<file path="src/rtl/pin_entry_buffer.sv">
// ---------------------------------------------------------------------------
// pin_entry_buffer
//   Keypad-side entry stage of the doorlock datapath. Captures up to four BCD
//   digits in entry order from debounced key events and presents them as four
//   parallel digits for the BCD-to-one-hot decode stage. Handles the clear
//   (*) and enter (#) keys and the DONE/ACK handshake with the comparator.
//
//   Optional feature macro: PIN_ENTRY_TIMEOUT_EN
//     defined   -> idle counter present; the buffer auto-clears after
//                  TIMEOUT_CYCLES idle cycles in ENTRY with digits held.
//     undefined -> no counter, TIMEOUT tied low, TIMEOUT_CYCLES unused.
//
// Ports
//   CLK        in   system clock, rising edge
//   RST        in   asynchronous active-high reset
//   KEY_VALID  in   level, high while a debounced key is held
//   KEY_CODE   in   0-9 digit, 10 clear, 11 enter, 12-15 ignored
//   ACK        in   comparator consumed the PIN, releases DONE
//   D1..D4     out  entered digits in order, 4'hF when empty
//   COUNT      out  digits held, 0-4
//   FULL       out  COUNT==4
//   PIN_READY  out  one-cycle pulse when a complete PIN is committed
//   ENTRY_ERR  out  one-cycle pulse on enter with COUNT<4
//   TIMEOUT    out  one-cycle pulse on inactivity auto-clear
// ---------------------------------------------------------------------------
module pin_entry_buffer #(
   parameter logic [23:0] TIMEOUT_CYCLES = 24'd5_000_000
) (
   input  logic       CLK,
   input  logic       RST,
   input  logic       KEY_VALID,
   input  logic [3:0] KEY_CODE,
   input  logic       ACK,
   output logic [3:0] D1,
   output logic [3:0] D2,
   output logic [3:0] D3,
   output logic [3:0] D4,
   output logic [2:0] COUNT,
   output logic       FULL,
   output logic       PIN_READY,
   output logic       ENTRY_ERR,
   output logic       TIMEOUT
);

   localparam int unsigned DIGITS    = 4;
   localparam logic [3:0]  EMPTY     = 4'hF;
   localparam logic [3:0]  KEY_CLEAR = 4'd10;
   localparam logic [3:0]  KEY_ENTER = 4'd11;

   typedef enum logic {
      ST_ENTRY = 1'b0,
      ST_DONE  = 1'b1
   } state_t;

   state_t     r_state;
   logic       r_kv_q;
   logic [3:0] r_digit [DIGITS];
   logic [2:0] r_count;
   logic       r_full;
   logic       r_pin_ready;
   logic       r_entry_err;
   logic       r_timeout;

   logic w_event;
   logic w_is_digit;
   logic w_is_clear;
   logic w_is_enter;

   // One event per key press: rising edge of KEY_VALID against its registered copy
   assign w_event    = KEY_VALID & ~r_kv_q;
   assign w_is_digit = (KEY_CODE <= 4'd9);
   assign w_is_clear = (KEY_CODE == KEY_CLEAR);
   assign w_is_enter = (KEY_CODE == KEY_ENTER);

`ifdef PIN_ENTRY_TIMEOUT_EN
   logic [23:0] r_idle;
   logic        w_idle_expired;

   assign w_idle_expired = (r_idle == (TIMEOUT_CYCLES - 24'd1));
`else
   logic w_unused_timeout_cycles;

   assign w_unused_timeout_cycles = ^TIMEOUT_CYCLES;
`endif

   // Entry/done state machine with all outputs registered
   always_ff @(posedge CLK or posedge RST) begin
      if (RST) begin
         r_state     <= ST_ENTRY;
         r_kv_q      <= 1'b0;
         for (int i = 0; i < DIGITS; i++) r_digit[i] <= EMPTY;
         r_count     <= 3'd0;
         r_full      <= 1'b0;
         r_pin_ready <= 1'b0;
         r_entry_err <= 1'b0;
         r_timeout   <= 1'b0;
`ifdef PIN_ENTRY_TIMEOUT_EN
         r_idle      <= 24'd0;
`endif
      end else begin
         r_kv_q      <= KEY_VALID;
         r_pin_ready <= 1'b0;
         r_entry_err <= 1'b0;
         r_timeout   <= 1'b0;

         case (r_state)
            ST_ENTRY: begin
               if (w_event && w_is_digit) begin
                  // Digits past the fourth are dropped silently
                  if (r_count != 3'd4) begin
                     r_digit[r_count[1:0]] <= KEY_CODE;
                     r_count               <= r_count + 3'd1;
                     r_full                <= (r_count == 3'd3);
                  end
`ifdef PIN_ENTRY_TIMEOUT_EN
                  r_idle <= 24'd0;
`endif
               end else if (w_event && w_is_clear) begin
                  for (int i = 0; i < DIGITS; i++) r_digit[i] <= EMPTY;
                  r_count <= 3'd0;
                  r_full  <= 1'b0;
`ifdef PIN_ENTRY_TIMEOUT_EN
                  r_idle  <= 24'd0;
`endif
               end else if (w_event && w_is_enter) begin
                  if (r_full) begin
                     // Digits stay frozen for the comparator
                     r_state     <= ST_DONE;
                     r_pin_ready <= 1'b1;
                  end else begin
                     r_entry_err <= 1'b1;
                     for (int i = 0; i < DIGITS; i++) r_digit[i] <= EMPTY;
                     r_count     <= 3'd0;
                     r_full      <= 1'b0;
                  end
`ifdef PIN_ENTRY_TIMEOUT_EN
                  r_idle <= 24'd0;
`endif
               end
`ifdef PIN_ENTRY_TIMEOUT_EN
               // Idle only while digits are held; a key on the expiry edge wins
               else if (r_count != 3'd0) begin
                  if (w_idle_expired) begin
                     for (int i = 0; i < DIGITS; i++) r_digit[i] <= EMPTY;
                     r_count   <= 3'd0;
                     r_full    <= 1'b0;
                     r_timeout <= 1'b1;
                     r_idle    <= 24'd0;
                  end else begin
                     r_idle <= r_idle + 24'd1;
                  end
               end
`endif
            end

            ST_DONE: begin
               // ACK has priority; any key event in the same cycle is discarded
               if (ACK || (w_event && w_is_clear)) begin
                  for (int i = 0; i < DIGITS; i++) r_digit[i] <= EMPTY;
                  r_count <= 3'd0;
                  r_full  <= 1'b0;
                  r_state <= ST_ENTRY;
               end
`ifdef PIN_ENTRY_TIMEOUT_EN
               r_idle <= 24'd0;
`endif
            end

            default: begin
               r_state <= ST_ENTRY;
            end
         endcase
      end
   end

   assign D1        = r_digit[0];
   assign D2        = r_digit[1];
   assign D3        = r_digit[2];
   assign D4        = r_digit[3];
   assign COUNT     = r_count;
   assign FULL      = r_full;
   assign PIN_READY = r_pin_ready;
   assign ENTRY_ERR = r_entry_err;
   assign TIMEOUT   = r_timeout;

endmodule

</file>
<file path="config.mk">
export PLATFORM = sky130hd
export DESIGN_NAME = pin_entry_buffer
export DESIGN_NICKNAME = d
export VERILOG_FILES = /design/src/rtl/pin_entry_buffer.sv
export SDC_FILE = /design/constraint.sdc
export NUM_CORES = 1
export LEC_CHECK = 0
export ABC_CLOCK_PERIOD_IN_PS = 3500
export CORE_MARGIN = 4
export CORE_UTILIZATION = 44
export DETAILED_ROUTE_END_ITERATION = 6
export PLACE_DENSITY = 0.69
export SYNTH_ARGS = -nofsm -noshare
export SYNTH_HDL_FRONTEND = slang
export SYNTH_SLANG_ARGS = --single-unit
</file>
<file path="constraint.sdc">
create_clock -name CLK -period 3.5 [get_ports CLK]
set_input_delay 0.525 -clock CLK [delete_from_list [all_inputs] [get_ports CLK]]
set_output_delay 0.525 -clock CLK [all_outputs]
set_load 0.05 [all_outputs]
</file>
==> results.toml, run 1 <==
[clock_tree]
cts_resized = 0
cts_made_buffers = 3
cts_sinks = 24
cts_hold_buf = 0
post_cts_buffers = 0
cts_root_buffer = "clkbuf_4"
clock_latency_ps = 330
clockBufferDepth = 2
cts_tree = "yes"
htree_num_levels = 1
path_clk_slew_ps = 140

[final_layout]
final_util_pct = 56.8
fin_nets = 142
nFillCells = 254
diodes = 0
drive_gt1_share_pct = 25.0
multi_input_area_sq_um = 568
area_growth_syn_to_layout_pct = 23.6
final_area_sq_mm = 0.00157
seq_area_sq_um = 621

[placed_design]
gp_congestion = 0.825
hpwlAfterDp_microns = 2030
port_buffers = 29
post_dp_cell_area_sq_mm = 0.00154

[synthesis]
async_flop_share_pct = 100
ys_seq_area_share_pct = 49.0
synth_ff_type = "dfstp_2"
syn-num-nets = 114
synth_area_leaders = "dfstp_2, dfrtp_1, o22a_1"
synth_edf_count = 0
synthDistinctLibCells = 34
ys_seq_elements = 24
synth_top_area_cell = "dfstp_2"
ys_top_cells_by_count = "dfstp_2, o22a_1, dfrtp_1"
avgSynthCellArea_sq_um = 12.5
postSynthCellCount = 101
synth_area_sq_mm = 0.00127
synth.top_cell.area_share_pct = 33.2
ys_warn_count = 0

[global_routing]
antenna_found_initial = 0
gr-usage-all-layers_pct = 16.2
grt_pass1_wl_microns = 4470
overflow = 0
grt_max_degree = 25
grt_pass1_vias = 915

[critical_path]
path_class = "primary input to flop"
end_kind = "flop"
startpoint_type = "primary input"
critPathArrivalTime_ps = 2540
crit_slowest_cell = "clkdlybuf4s50_1"
crit_fanout = 10
worstPathRequired_ps = 3730
path_cells = "clkdlybuf4s50_1, nand4b_1, or4_4, a221oi_4, mux2_2"
cp_slowest_stage_delay_ps = 670

[timing]
drv_slew = 0
relSlewSlack_pct = 40.7
setup_tns_ps = 0
fin_crit_sh_pct = 65.9
rsz0062_at_grt = "no"
setup_viol = 0
max_freq_mhz = 434
hold_viol = 0
worstMarginPinSlew_ps = 889
post-route-min-period_ps = 2310
finClkSkew_ps = 15.2

[die]
start_util_pct = 46.0
num_io_pins = 31
fp.dieW_microns = 61.7
fp.coreArea_sq_mm = 0.00276
rows = 19
die_height_microns = 61.7
die_area_sq_mm = 0.00380

[routing]
vias_per_cell = 5.82
detail-route-antenna-nets = 0
finalWirelength_microns = 2750
wl_per_cell_microns = 17.3
remaining_drc_errors = 0
drt-pass1-iter-count = 4
vias = 925
drtIter0Drc = 23

[pwr]
ir_drop_uv = 297
power_density_mw_per_mm2 = 418
leakagePower_nw = 0.587
finalPower_w = 0.000655

[min_path]
hp-class = "flop to flop"

[run_status]
status = "finished clean"

[job]
max_cap_violations = 0
## layout make-up
| class | count | area share [%] |
|---|---|---|
| timing repair buffer | 29 | 18.5 |
| multi-input combinational | 65 | 36.3 |
| sequential | 24 | 39.6 |
| tap | 31 | 2.48 |
| clock buffer | 4 | 1.68 |
| inverter | 6 | 1.44 |
## sequential cells by signal, summed over array words and instances (netlist names)
signal,flops
COUNT,3
D1,4
D2,4
FULL,1
D4,4
PIN_READY,1
D3,4
r_kv_q,1
r_state,1
ENTRY_ERR,1
## where the power goes
| part | leakage, nW | switching [W] | total (W) | internal (W) |
|---|---|---|---|---|
| registers | 0.277 | 0.0000138 | 0.000326 | 0.000312 |
| logic | 0.295 | 0.000127 | 0.000197 | 0.0000700 |
| clock network | 0.0150 | 0.0000867 | 0.000131 | 0.0000447 |
## logic make-up after synthesis
kind of cell	after synthesis	share of synthesized area, %
buffers and inverters	12	6.22
AND/OR/NAND/NOR	25	12.6
adder cells (fa/ha/maj)	5	4.94
other	1	0.296
AO/OA/AOI/OAI	31	24.4
flip-flops	24	49.0
multiplexers	3	2.57
## final timing paths
kind	startpoint	endpoint	slack (ps)	cells past startpoint
setup / recovery	KEY_CODE[1]	COUNT[2]$_DFFE_PP0P_	1190	5
hold / removal	D1[0]$_DFFE_PP1P_	D1[0]$_DFFE_PP1P_	520	1
min in group asynchronous	RST	r_kv_q$_DFF_PP0_	670	2
max in group asynchronous	RST	ENTRY_ERR$_DFF_PP0_	2280	2
hold reg to reg	D1[0]$_DFFE_PP1P_	D1[0]$_DFFE_PP1P_	520	1
setup reg to reg	COUNT[0]$_DFFE_PP0P_	COUNT[2]$_DFFE_PP0P_	1530	6
## critical path, delay by kind of cell
family | cells | cell delay (ps)
buffers and inverters | 1 | 670
and+or+nand+nor | 2 | 620
AOI/OAI and AO/OA | 1 | 340
muxes | 1 | 370
## stage by stage
stage | hold WS, ps | worst slack, ps | std cells
3_3_place_gp | 502 | 890 | 155
3_5_place_dp | 507 | 842 | 155
5_1_grt | 531 | 1150 | 159
6_report | 522 | 1190 | 159
4_1_cts | 525 | 1200 | 159
2_1_floorplan | 503 | 1390 | 101
## layer usage
metal / track usage (%) / vias to the layer above / share of wire (%) / wire length [microns]
li1: - / 433 / - / -
met1: 21.7 / 463 / 44 / 1220
met2: 25.0 / 25 / 48 / 1310
met3: 3.77 / 4 / 6.1 / 167
met4: 7.27 / 0 / 1.8 / 50
met5: 0 / - / 0 / 0
## cell usage in the layout, fill, tap and decap left out, drive strengths merged, types with 2 or more instances in the layout
cell type | Yosys | final
nand2 | 4 | 4
ha | 5 | 5
nand3 | 6 | 6
clkdlybuf4s50 | 0 | 29
nor3 | 4 | 4
dfrtp | 8 | 8
a211oi | 7 | 7
o22a | 16 | 16
mux2 | 2 | 2
a21oi | 2 | 2
inv | 6 | 6
dfstp | 16 | 16
nor2b | 2 | 2
clkbuf | 1 | 4
(Power assumes the default switching activity.)
==> run 2: changes to the inputs <==
--- a/config.mk
+++ b/config.mk
@@ -5,7 +5,7 @@
 export SDC_FILE = /design/constraint.sdc
 export NUM_CORES = 1
 export LEC_CHECK = 0
-export ABC_CLOCK_PERIOD_IN_PS = 3500
+export ABC_CLOCK_PERIOD_IN_PS = 2320
 export CORE_MARGIN = 4
 export CORE_UTILIZATION = 44
 export DETAILED_ROUTE_END_ITERATION = 6
==> constraint.sdc (replaced) <==
create_clock -name CLK -period 2.32 [get_ports CLK]
set_input_delay 0.348 -clock CLK [delete_from_list [all_inputs] [get_ports CLK]]
set_output_delay 0.348 -clock CLK [all_outputs]
set_load 0.05 [all_outputs]
==> run 2 against run 1 <==
  * Highest routed layer unchanged
  * Clock skew down 14 ps
  * Critical path depth down 4
  * Sequential power up 51%
  * Final area up 5.5%
  * Die area unchanged
  * Flip-flop and latch count unchanged
  * Register-to-register slack worse by 1200 ps
  * Critical endpoint is now D1[2]
  * Count of clock-buffer cells in the layout down 1
  * Via count up 2.8%
  * Wire length up 1.7%
  * Global-route usage up 0.33 points
==> results.toml, run 2 (same netlist as run 1, synthesis figures left out) <==
[clock_tree]
cts_resized = 0
htree_num_levels = 1
post_cts_buffers = 0
cts_tree = "yes"
cts_sinks = 24
cts_made_buffers = 3
path_clk_slew_ps = 130
clockBufferDepth = 2
cts_hold_buf = 0
clock_latency_ps = 310
cts_root_buffer = "clkbuf_4"

[pwr]
power_density_mw_per_mm2 = 667
leakagePower_nw = 0.637
finalPower_w = 0.00110
ir_drop_uv = 659

[routing]
finalWirelength_microns = 2800
drtIter0Drc = 15
remaining_drc_errors = 0
detail-route-antenna-nets = 0
vias_per_cell = 5.69
drt-pass1-iter-count = 4
wl_per_cell_microns = 16.8
vias = 951

[timing]
rsz0062_at_grt = "no"
hold_viol = 0
post-route-min-period_ps = 2020
max_freq_mhz = 495
setup_tns_ps = 0
fin_crit_sh_pct = 87.1
setup_viol = 0
drv_slew = 0
worstMarginPinSlew_ps = 505
finClkSkew_ps = 1.51
relSlewSlack_pct = 66.2

[die]
die_height_microns = 61.7
fp.coreArea_sq_mm = 0.00276
num_io_pins = 31
rows = 19
fp.dieW_microns = 61.7
start_util_pct = 46.0
die_area_sq_mm = 0.00380

[final_layout]
final_util_pct = 59.9
area_growth_syn_to_layout_pct = 30.4
diodes = 0
mostFrequentLayoutCell = "clkdlybuf4s50_1"
drive_gt1_share_pct = 30.1
layout_common_cells = "clkdlybuf4s50_1, dfstp_2, o22a_1"
fin_nets = 150
final_area_sq_mm = 0.00165

[critical_path]
r2r-start = "COUNT[0]$_DFFE_PP0P_"
crit_family = "buffers and inverters"
startpoint_type = "flop"
worstPathRequired_ps = 1970
cp_slowest_stage_delay_ps = 800
path_cells = "clkdlybuf4s50_1"
startpoint = "D1[2]$_DFFE_PP1P_"
path_class = "flop to primary output"
critPathArrivalTime_ps = 1670
crit_slowest_cell = "clkdlybuf4s50_1"
path_buf_inv = 1
crit_fanout = 2
end_kind = "primary output"

[run_status]
status = "finished clean"

[global_routing]
grt_pass1_wl_microns = 4590
grt_pass1_vias = 1006
grt_max_degree = 17
overflow = 0
gr-usage-all-layers_pct = 16.6
antenna_found_initial = 0

[min_path]
hp-class = "primary input to async pin"

[placed_design]
post_dp_cell_area_sq_mm = 0.00160
port_buffers = 29
gp_congestion = 0.786
hpwlAfterDp_microns = 2080

[job]
max_cap_violations = 0
## run 2: changes by cell type in the layout (fill, tap and decap cells not counted), sizes merged
| cell | delta |
|---|---|
| buf | +8 |
| bufinv | +1 |
| clkbuf | -1 |
## run 2: through the flow
step	instances	setup slack, ps	hold slack, ps
4_1_cts	167	275	280
3_5_place_dp	163	71.0	506
6_report	167	299	278
5_1_grt	167	230	286
2_1_floorplan	101	212	351
3_3_place_gp	163	99.3	502
## run 2: area by class of cell
| cell class | count | area [sq um] |
|---|---|---|
| clock inverter | 1 | 30.0 |
| fill | 255 | 1100 |
| tap | 31 | 38.8 |
| clock buffer | 3 | 22.5 |
| multi-input combinational | 65 | 568 |
| timing repair buffer | 37 | 350 |
| inverter | 6 | 22.5 |
| sequential | 24 | 621 |
## run 2: power breakdown
group	total, W	switching [W]	leakage [nW]	internal (W)
Sequential	0.000492	0.0000206	0.277	0.000471
Combinational	0.000310	0.000197	0.332	0.000114
Clock	0.000300	0.000125	0.0279	0.000175
Total	0.00110	0.000342	0.637	0.000760
## run 2: final timing paths
kind	slack, ps	end	depth (start not counted)
setup / recovery	300	D1[2]	1
hold / removal	280	r_kv_q$_DFF_PP0_	2
setup reg to reg	370	COUNT[0]$_DFFE_PP0P_	6
hold reg to reg	520	D4[2]$_DFFE_PP1P_	1
max in group asynchronous	1440	D4[2]$_DFFE_PP1P_	3
min in group CLK	520	D4[2]$_DFFE_PP1P_	1
## run 2: layer usage
layer	wire length, microns	track usage (%)	up-vias	part of all wire (%)
met2	1370	30.0	33	49
met4	17	3.94	0	0.61
met5	0	0	-	0
li1	-	-	449	-
met1	1250	19.5	467	44
met3	161	4.19	2	5.8
